<file path="src/rtl/desloca_pkg.sv">
// rtl/desloca_pkg.sv - shared constants and FSM encoding for the sequential right shifter
//
// Contents:
//   WIDTH   operand width (only 8 is supported)
//   SHW     shift-amount width, clog2(WIDTH)
//   state_t FSM encoding: OCIOSO=idle, DESLOCA=shifting, PRONTO=result ready

package desloca_pkg;

  localparam int WIDTH = 8;
  localparam int SHW   = 3;

  typedef enum logic [1:0] {
    OCIOSO  = 2'b00,
    DESLOCA = 2'b01,
    PRONTO  = 2'b10
  } state_t;

endpackage

</file>
<file path="src/rtl/desloca_dir1_fill.sv">
// rtl/desloca_dir1_fill.sv - combinational 1-bit right shift with explicit fill bit
//
// Ports:
//   din   [WIDTH-1:0]  value to shift
//   fill               bit inserted at the MSB
//   dout  [WIDTH-1:0]  {fill, din[WIDTH-1:1]}
//   sout               bit shifted out (din[0])

module desloca_dir1_fill
  import desloca_pkg::*;
(
  input  logic [WIDTH-1:0] din,
  input  logic             fill,
  output logic [WIDTH-1:0] dout,
  output logic             sout
);

  assign dout = {fill, din[WIDTH-1:1]};
  assign sout = din[0];

endmodule

</file>
<file path="src/rtl/desloca_seq8.sv">
// rtl/desloca_seq8.sv - iterative 8-bit right shifter, one position per clock, start/done handshake
//
// Ports:
//   clk, rst_n   rising-edge clock, asynchronous active-low reset
//   start        request; accepted only when not busy (idle or result-ready)
//   a, shamt     operand and shift count, captured on an accepted start
//   arith        sign fill request (only when DESLOCA_ARITH_EN is defined)
//   y            registered result, held until the next result is produced
//   carry        last bit shifted out, 0 for shamt=0
//   zero         y==0, updated together with y
//   busy         high while shifting
//   done         one-cycle pulse when y/carry/zero are freshly valid
//
// Build option: DESLOCA_ARITH_EN adds the arith port and sign fill;
// without it the unit is a pure logical right shifter.

module desloca_seq8
  import desloca_pkg::*;
(
  input  logic             clk,
  input  logic             rst_n,
  input  logic             start,
  input  logic [WIDTH-1:0] a,
  input  logic [SHW-1:0]   shamt,
`ifdef DESLOCA_ARITH_EN
  input  logic             arith,
`endif
  output logic [WIDTH-1:0] y,
  output logic             carry,
  output logic             zero,
  output logic             busy,
  output logic             done
);

  localparam logic [SHW-1:0] CNT_ONE = SHW'(1);

  state_t           state;
  logic [WIDTH-1:0] sreg;
  logic [SHW-1:0]   cnt;
  logic [WIDTH-1:0] shifted;
  logic             shout;
  logic             fill;

`ifdef DESLOCA_ARITH_EN
  logic arith_q;
  assign fill = arith_q & sreg[WIDTH-1];
`else
  assign fill = 1'b0;
`endif

  desloca_dir1_fill u_dir1 (
    .din  (sreg),
    .fill (fill),
    .dout (shifted),
    .sout (shout)
  );

  // y/carry/zero are written only on transitions into PRONTO, so the
  // consumer sees them stable through DESLOCA and OCIOSO. busy and done are
  // registered alongside the state they describe.
  always_ff @(posedge clk or negedge rst_n) begin
    if (!rst_n) begin
      state   <= OCIOSO;
      sreg    <= '0;
      cnt     <= '0;
      y       <= '0;
      carry   <= 1'b0;
      zero    <= 1'b0;
      busy    <= 1'b0;
      done    <= 1'b0;
`ifdef DESLOCA_ARITH_EN
      arith_q <= 1'b0;
`endif
    end else begin
      done <= 1'b0;
      busy <= 1'b0;
      case (state)
        OCIOSO, PRONTO: begin
          // Accepting in PRONTO gives back-to-back operation with no dead cycle.
          if (start) begin
            sreg <= a;
            cnt  <= shamt;
`ifdef DESLOCA_ARITH_EN
            arith_q <= arith;
`endif
            if (shamt != '0) begin
              state <= DESLOCA;
              busy  <= 1'b1;
            end else begin
              state <= PRONTO;
              done  <= 1'b1;
              y     <= a;
              carry <= 1'b0;
              zero  <= (a == '0);
            end
          end else begin
            state <= OCIOSO;
          end
        end
        DESLOCA: begin
          // start is ignored here; operand and count are not re-sampled.
          sreg <= shifted;
          cnt  <= cnt - CNT_ONE;
          if (cnt == CNT_ONE) begin
            state <= PRONTO;
            done  <= 1'b1;
            y     <= shifted;
            carry <= shout;
            zero  <= (shifted == '0);
          end else begin
            busy <= 1'b1;
          end
        end
        default: begin
          state <= OCIOSO;
        end
      endcase
    end
  end

endmodule

</file>
<file path="config.mk">
export PLATFORM = sky130hd
export DESIGN_NAME = desloca_seq8
export DESIGN_NICKNAME = d
export VERILOG_FILES = /design/src/rtl/desloca_pkg.sv /design/src/rtl/desloca_dir1_fill.sv /design/src/rtl/desloca_seq8.sv
export SDC_FILE = /design/constraint.sdc
export NUM_CORES = 1
export LEC_CHECK = 0
export ABC_AREA = 1
export ABC_CLOCK_PERIOD_IN_PS = 3100
export CORE_UTILIZATION = 40
export DETAILED_ROUTE_END_ITERATION = 6
export PLACE_DENSITY = 0.66
export SLEW_MARGIN = 20
export SYNTH_ARGS = -nofsm -noshare
export SYNTH_HDL_FRONTEND = slang
export SYNTH_SLANG_ARGS = --single-unit
</file>
<file path="constraint.sdc">
create_clock -name clk -period 3.1 [get_ports clk]
set_input_delay 0.62 -clock clk [delete_from_list [all_inputs] [get_ports clk]]
set_output_delay 0.62 -clock clk [all_outputs]
set_load 0.005 [all_outputs]
</file>
# After elaboration in Yosys (flattened, before gate mapping)
# Cells that the tools add are included.
# op_classes
mux	28
add_sub_neg	1
eq_ne	6
reduce_logical	8
# ops
op	count
$mux 8	4
$pmux 8 s2	2
$logic_not 8->1	2
$mux 1	12
$pmux 1 s2	4
$mux 2	3
$ne 2x2->1 const B	3
$pmux 3 s2	1
$pmux 2 s2	1
$reduce_and 4->1	1
$eq 3x1->1 const B	1
$mux 3	1
$reduce_bool 3->1	1
$sub 3x1->3 const B	1
$eq 2x1->1 const B	1
$eq 2x2->1 const B	1
$logic_not 2->1	1
$reduce_and 2->1	1
$reduce_bool 2->1	1
$reduce_or 2->1	1
# word_totals
in_bits	14
reg_bits	25
out_inout_bits	12
wordCells	51

# Logic depth before layout (Yosys ltp)
# Gate-level depths: netlist of the first run.
# logic_depth
ltp_word	4
mapped_depth	9
mapped_depth_nobuf	8

# Hierarchy
# Synthesis of the first run repeated with hierarchy kept, for this count alone.
# hier_totals
cells_unflattened	166
hier_area_um2	1338.8
# modules_own_cells
mod	cells_each	area_per_inst_um2	seq_area_each_um2	n_inst
desloca_seq8	157	1271.2	625.6	1
desloca_dir1_fill	9	67.6	0.0	1

# Least setup slack after synthesis of the first run
# OpenSTA, ideal clock, no wires.
# synth_timing
kind	input port to flip-flop
startpoint	input shamt[1]
endpoint	register zero
n_path_buf	1
setup_time_ns	0.116
cell_stages	7
required_time_ns	2.984
arrival_time_ns	1.171
path_slack_ns	1.812
path_cell_list	nor2_1 nand2_1 nor2_4 nor2_4 buf_6 nand2_1 nand2_1
# synth_between
elab_chain_len	3
# synth_rtl
element	line	source
start: declaration	desloca_seq8.sv:24	input logic [SHW-1:0] shamt,
$reduce_bool 3->1	desloca_seq8.sv:86	if (shamt != '0) begin
$ne 2x2->1 (no source line)	-	
$reduce_and 4->1 (no source line)	-	
end signal: assignment	desloca_seq8.sv:94	zero <= (a == '0);
end signal: assignment	desloca_seq8.sv:109	zero <= (shifted == '0);
end: declaration	desloca_seq8.sv:30	output logic zero,
# Every way passes these cells.
# A chain may end at the register's enable or synchronous reset.

# Worst setup path in the final report of the first run
# layout_timing
startpoint	register y[2]
endpoint	output y[2]
# layout_lines
element	line	source
start: declaration	desloca_seq8.sv:28	output logic [WIDTH-1:0] y,
start signal: assignment	desloca_seq8.sv:107	y <= shifted;
# No word-level cell between the ends.

==> results.md, run 1 <==
* Status: complete, but fails checks
* Failing checks: design-rule violations
* Die height at 56.7 µm
* Remaining Overflow, GRT at 0
* VDD IR-drop max at 496 µV
* R2R Setup Slk at 1.60 ns
* Mapped Cells at 148
* Crit-path cells: clkdlybuf4s50_1
* CP arrival at 1.19 ns
* Hold Path Class: register to register
* Sequential share of the synthesized area at 52.3%
* Drt first pass iters at 6
* IO Port Bufs at 25
* Hold Path Depth at 2
* Hold WS at 0.490 ns
* Vias in the first global route at 953
* Critical-path top delay cell: clkdlybuf4s50_1
* Antenna diodes at 0
* Clock sink total at 25
* Critical path's top delay family: buffers and inverters
* Worst Setup Path Type: register to primary output
* GPL Wtd Cong at 0.838
* Vias per cell at 4.80
* Reg clk slew, reported paths at 0.13 ns
* CTS tree: built
* Period utilization at 58.4%
* Hold Path Sink: y[1]
* Crit path max fanout at 2
* Iter 0 DRT Violations at 18
* Number of max-slew violations in the final report at 0
* Area occupied by multi-input gates at 472 µm²
* Fin nets at 191
* Layout overhead on the synthesized area at 24.1%
* Initial Util at 42.6%
* Pin count of the biggest net entering global routing at 26
* Root Buffer: clkbuf_4
* Syn Area/Cell at 8.08 µm²
* Setup TNS Final at 0 ns
* All-Layer GR Usage at 16.2%
* Power Total at 1370 µW
* Seq cells post-synth at 25
* Fillers at 277
* Top post-synthesis cells by area: dfrtp_1, nand2_1, o21ai_1, inv_1, nor2_1
* Syn_nets at 164
* Placed Area at 1460 µm²
* Syn Std Cell Area at 1200 µm²
* Leading cell type in the layout, fill and taps excluded: nand2_1
* Worst r2r src: state[0]
* Power Density at 926 nW/µm²
* Netlist cell types at 21
* Core area at 2810 µm²
* Row cnt at 19
* Worst setup SP type: register
* Setup violations, final at 0
* Worst slew pin tran at 0.400 ns
* Clock Latency Late Sink at 0.31 ns
* Peak Freq at 553 MHz
* Synth warn at 0
* Detailed-route via count at 983
* Wirelength, routed at 2200 µm
* TritonCTS Buffers at 3
* Post-route ant nets at 0
* Post-synth top area share at 52.3%
* Antenna violations before repair at 0
* Reg2reg end: y[3]
* Cts hold-fix bufs at 0
* Reg area at 626 µm²
* First-pass GRT wire length at 4040 µm
* Share of layout cells above drive strength 1 at 8.05%
* Leakage at 0.000757 µW
* DR DRC count at 7
* Commonest non-fill, non-tap cells in the layout: nand2_1, dfrtp_1, clkdlybuf4s50_1
* Routed len/inst at 10.7 µm
* Setup Skew at 0.00208 ns
* Hold Startpoint: y[1]
* Die area at 3210 µm²
* Top cell type by total area after synthesis: dfrtp_1
* RSZ-0062 raised after global routing: no
* CP peak stage delay at 0.50 ns
* CP endpoint kind: primary output
* Hpwl dp at 1710 µm
* Quantity of gates resized following cts at 0
* Die X at 56.7 µm
* WP buf/inv at 1
* Final hold vios at 0
* Max clock buf depth at 2
* Slew Limit Headroom at 73.2%
* Register-to-Register Path Depth at 6
* Critical Path RT at 2.48 ns
* # H-tree levels at 1
* Design area at 1480 µm²
* Num ports at 26
* Max-Cap Viols at 0
* Tmin final at 1.81 ns
* Post-CTS Setup Bufs at 0
## cells in the mapped netlist
master / count
a21oi_1: 1
and2_1: 1
buf_2: 1
buf_4: 1
buf_6: 2
dfrtp_1: 25
ha_1: 2
inv_1: 13
inv_2: 4
nand2_1: 57
nand2_2: 2
nand2_4: 1
nand3_1: 8
nor2_1: 12
nor2_2: 1
nor2_4: 2
o211ai_1: 1
o21a_1: 1
o21ai_0: 1
o21ai_1: 11
o221ai_1: 1
## power breakdown
part,total [µW],internal [µW],switching (µW)
Sequential,547,478,68.9
Clock,144,50.3,93.5
Combinational,684,293,391
Total,1370,821,553
## area by class of cell
cell class	count	share of cell area (%)
Sequential cell	25	42.2
Tap cell	31	2.61
Timing Repair Buffer	26	17.4
Clock buffer	4	1.77
Inverter	17	4.30
Multi-Input combinational cell	102	31.8
## sequential cells by signal, summed over array words and instances, names as in the netlist
signal  flops
carry       1
done        1
cnt         3
y           8
busy        1
sreg        8
zero        1
state       2
## worst register-to-register path, stage by stage (launching register included)
cell and delay [ns]:
dfrtp_1 0.42, nand2_2 0.32, nor2_2 0.12, nor2_4 0.27, inv_2 0.14, nand2_1 0.08
nand2_1 0.05
## logic make-up after synthesis
family	Yosys count	synth area share, %
AO/OA/AOI/OAI	16	7.43
flip-flops	25	52.3
AND/OR/NAND/NOR	84	29.9
buffers and inverters	21	8.26
adder cells (fa/ha/maj)	2	2.09
## per-stage QoR
step                std cells  worst slack (ns)  util (%)
finish                    205              1.29      52.9
global route              205              1.22      52.9
CTS                       205              1.28      52.9
detailed placement        201              1.11      52.0
global placement          201              1.18      52.0
floorplan                 148              1.81         -
## per-layer routing
metal  vias up  wire length (µm)  global-route usage [%]
met1       452              1110                    22.8
met3         2                93                    2.76
li1        508                 -                       -
met4         0                21                    5.36
met2        21               974                    25.0
met5         -                 0                       0
## worst max-delay path by stage
stage	from	endpoint	slack, ns	cells after the start
2_1_floorplan	shamt[1]	zero	1.81	7
3_3_place_gp	start	zero	1.18	7
3_5_place_dp	start	y[3]	1.11	7
4_1_cts	y[3]	y[3]	1.28	1
5_1_grt	y[2]	y[2]	1.22	1
6_report	y[2]	y[2]	1.29	1
Power figures use the tool's default switching activity.
==> inputs of run 2 (changes only) <==
--- a/config.mk
+++ b/config.mk
@@ -6,10 +6,10 @@
 export NUM_CORES = 1
 export LEC_CHECK = 0
 export ABC_AREA = 1
-export ABC_CLOCK_PERIOD_IN_PS = 3100
+export ABC_CLOCK_PERIOD_IN_PS = 1600
 export CORE_UTILIZATION = 40
 export DETAILED_ROUTE_END_ITERATION = 6
-export PLACE_DENSITY = 0.66
+export PLACE_DENSITY = 0.69
 export SLEW_MARGIN = 20
 export SYNTH_ARGS = -nofsm -noshare
 export SYNTH_HDL_FRONTEND = slang
==> constraint.sdc (replaced) <==
create_clock -name clk -period 1.6 [get_ports clk]
set_input_delay 0.32 -clock clk [delete_from_list [all_inputs] [get_ports clk]]
set_output_delay 0.32 -clock clk [all_outputs]
set_load 0.005 [all_outputs]
==> run 2 against run 1 <==
Effect of this change: largest power group unchanged; worst hold slack got worse by 0.15 ns; die area unchanged; the run still ends with design-rule violations left; critical endpoint is now y[7]; first-iteration DRC count rose by 39%; critical path depth did not move.
==> results.md, run 2 (synthesis gave the netlist of run 1 again) <==
* Initial Util at 42.6% (unchanged)
* Core area at 2810 µm² (unchanged)
* Design area at 1520 µm² (+2.4%)
* Detailed-route via count at 993 (+1.0%)
* Worst setup SP type: register
* GPL Wtd Cong at 0.815 (-2.7%)
* CP endpoint kind: primary output
* Clock Latency Late Sink at 0.32 ns (about the same)
* Routed len/inst at 11.2 µm (+4.0%)
* Final hold vios at 0 (unchanged)
* Power Density at 1810 nW/µm² (+96%)
* CP peak stage delay at 0.50 ns (about the same)
* Row cnt at 19 (unchanged)
* # H-tree levels at 1 (unchanged)
* CP arrival at 1.20 ns (about the same)
* Slew Limit Headroom at 76.9% (+3.7 points)
* Antenna diodes at 0 (unchanged)
* Die area at 3210 µm² (unchanged)
* TritonCTS Buffers at 3 (unchanged)
* Fin nets at 194 (+1.6%)
* Remaining Overflow, GRT at 0 (unchanged)
* Post-CTS Setup Bufs at 0 (unchanged)
* Peak Freq at 656 MHz
* All-Layer GR Usage at 17.2% (+1.1 points)
* Leading cell type in the layout, fill and taps excluded: nand2_1
* Final Util at 54.2% (+1.3 points)
* Reg clk slew, reported paths at 0.14 ns (about the same)
* Worst slew pin tran at 0.345 ns (-0.0552 ns)
* Root Buffer: clkbuf_4
* WP buf/inv at 1 (unchanged)
* Wirelength, routed at 2320 µm (+5.6%)
* DR DRC count at 4 (-3)
* Period utilization at 95.3%
* Commonest non-fill, non-tap cells in the layout: nand2_1, dfrtp_1, clkdlybuf4s50_1
* Hpwl dp at 1840 µm (+7.3%)
* IO Port Bufs at 25 (unchanged)
* VDD IR-drop max at 734 µV (+48%)
* Share of layout cells above drive strength 1 at 10.2% (+2.1 points)
* R2R Setup Slk at 0.25 ns (-1.35 ns)
* Setup TNS Final at 0 ns (unchanged)
* Critical Path RT at 1.28 ns (-1.20 ns)
* CTS tree: built
* Antenna violations before repair at 0 (unchanged)
* Die height at 56.7 µm (unchanged)
* Setup violations, final at 0 (unchanged)
* Layout overhead on the synthesized area at 27.1%
* Drt first pass iters at 6 (unchanged)
* Vias per cell at 4.77 (-0.44%)
* Quantity of gates resized following cts at 0 (unchanged)
* Pin count of the biggest net entering global routing at 26 (unchanged)
* Crit-path cells: clkdlybuf4s50_1
* Status: complete, but fails checks
* Post-route ant nets at 0 (unchanged)
* Top flop regs: sreg: 8 flops, y: 8 flops, cnt: 3 flops
* First-pass GRT wire length at 4260 µm (+5.3%)
* Crit path max fanout at 2 (unchanged)
* RSZ-0062 raised after global routing: no
* Die X at 56.7 µm (unchanged)
* Clock sink total at 25 (unchanged)
* Tmin final at 1.52 ns
* Iter 0 DRT Violations at 25 (+7)
* Max clock buf depth at 2 (unchanged)
* Vias in the first global route at 979 (+2.7%)
* Critical path's top delay family: buffers and inverters
* Max-Cap Viols at 0 (unchanged)
* Hold Path Class: input port to asynchronous set/reset pin
* Setup Skew at 0.00834 ns (+0.00627 ns)
* Num ports at 26 (unchanged)
* Placed Area at 1490 µm² (+2.4%)
* Leakage at 0.000780 µW (+3.0%)
* Critical-path top delay cell: clkdlybuf4s50_1
* Failing checks: design-rule violations
* Worst Setup Path Type: register to primary output
* Worst r2r src: state[1]
* CP startpoint: y[7]
* Cts hold-fix bufs at 0 (unchanged)
* Number of max-slew violations in the final report at 0 (unchanged)
run 2: cell types whose count changed in the layout (fill, tap and decap cells not counted), sizes merged:
cell    previous run  this run
clkbuf             4         3
clkinv             0         1
buf                1         4
run 2: area by class of cell:
type	instances	area [µm²]
multi-input cells	102	472
inverters	17	63.8
clock inverters	1	5.00
flip-flops and latches	25	626
repair buffers	29	293
fillers	275	1280
well taps	31	38.8
clock buffers	3	22.5
run 2: worst paths after layout:
kind / endpoint / depth (start not counted)
max in group asynchronous: y[3] / 2
setup reg to reg: sreg[1] / 6
min in group clk: zero / 2
hold / removal: cnt[2] / 2
hold reg to reg: zero / 2
setup / recovery: y[7] / 1
run 2: report_power, final:
group | switching [µW] | internal (µW)
Sequential | 136 | 926
Clock | 186 | 93.7
Combinational | 786 | 627
Total | 1110 | 1650
run 2: stage by stage:
stage,std cells,hold slack (ns),power [µW],setup WS [ns]
after floorplan,148,0.0244,2000,0.450
after global placement,204,0.464,2460,0.104
after detailed placement,204,0.472,2500,0.0633
after CTS,208,0.345,2790,0.0563
after global routing,208,0.373,3040,0.0139
final,208,0.338,2760,0.0757
run 2: layer usage:
layer / GRT usage (%) / vias up / share of wire (%)
met2: 27.2 / 16 / 47
met1: 23.8 / 461 / 49
met4: 6.43 / 0 / 1.6
met3: 2.76 / 4 / 2.7
met5: 0 / - / 0
li1: - / 512 / -
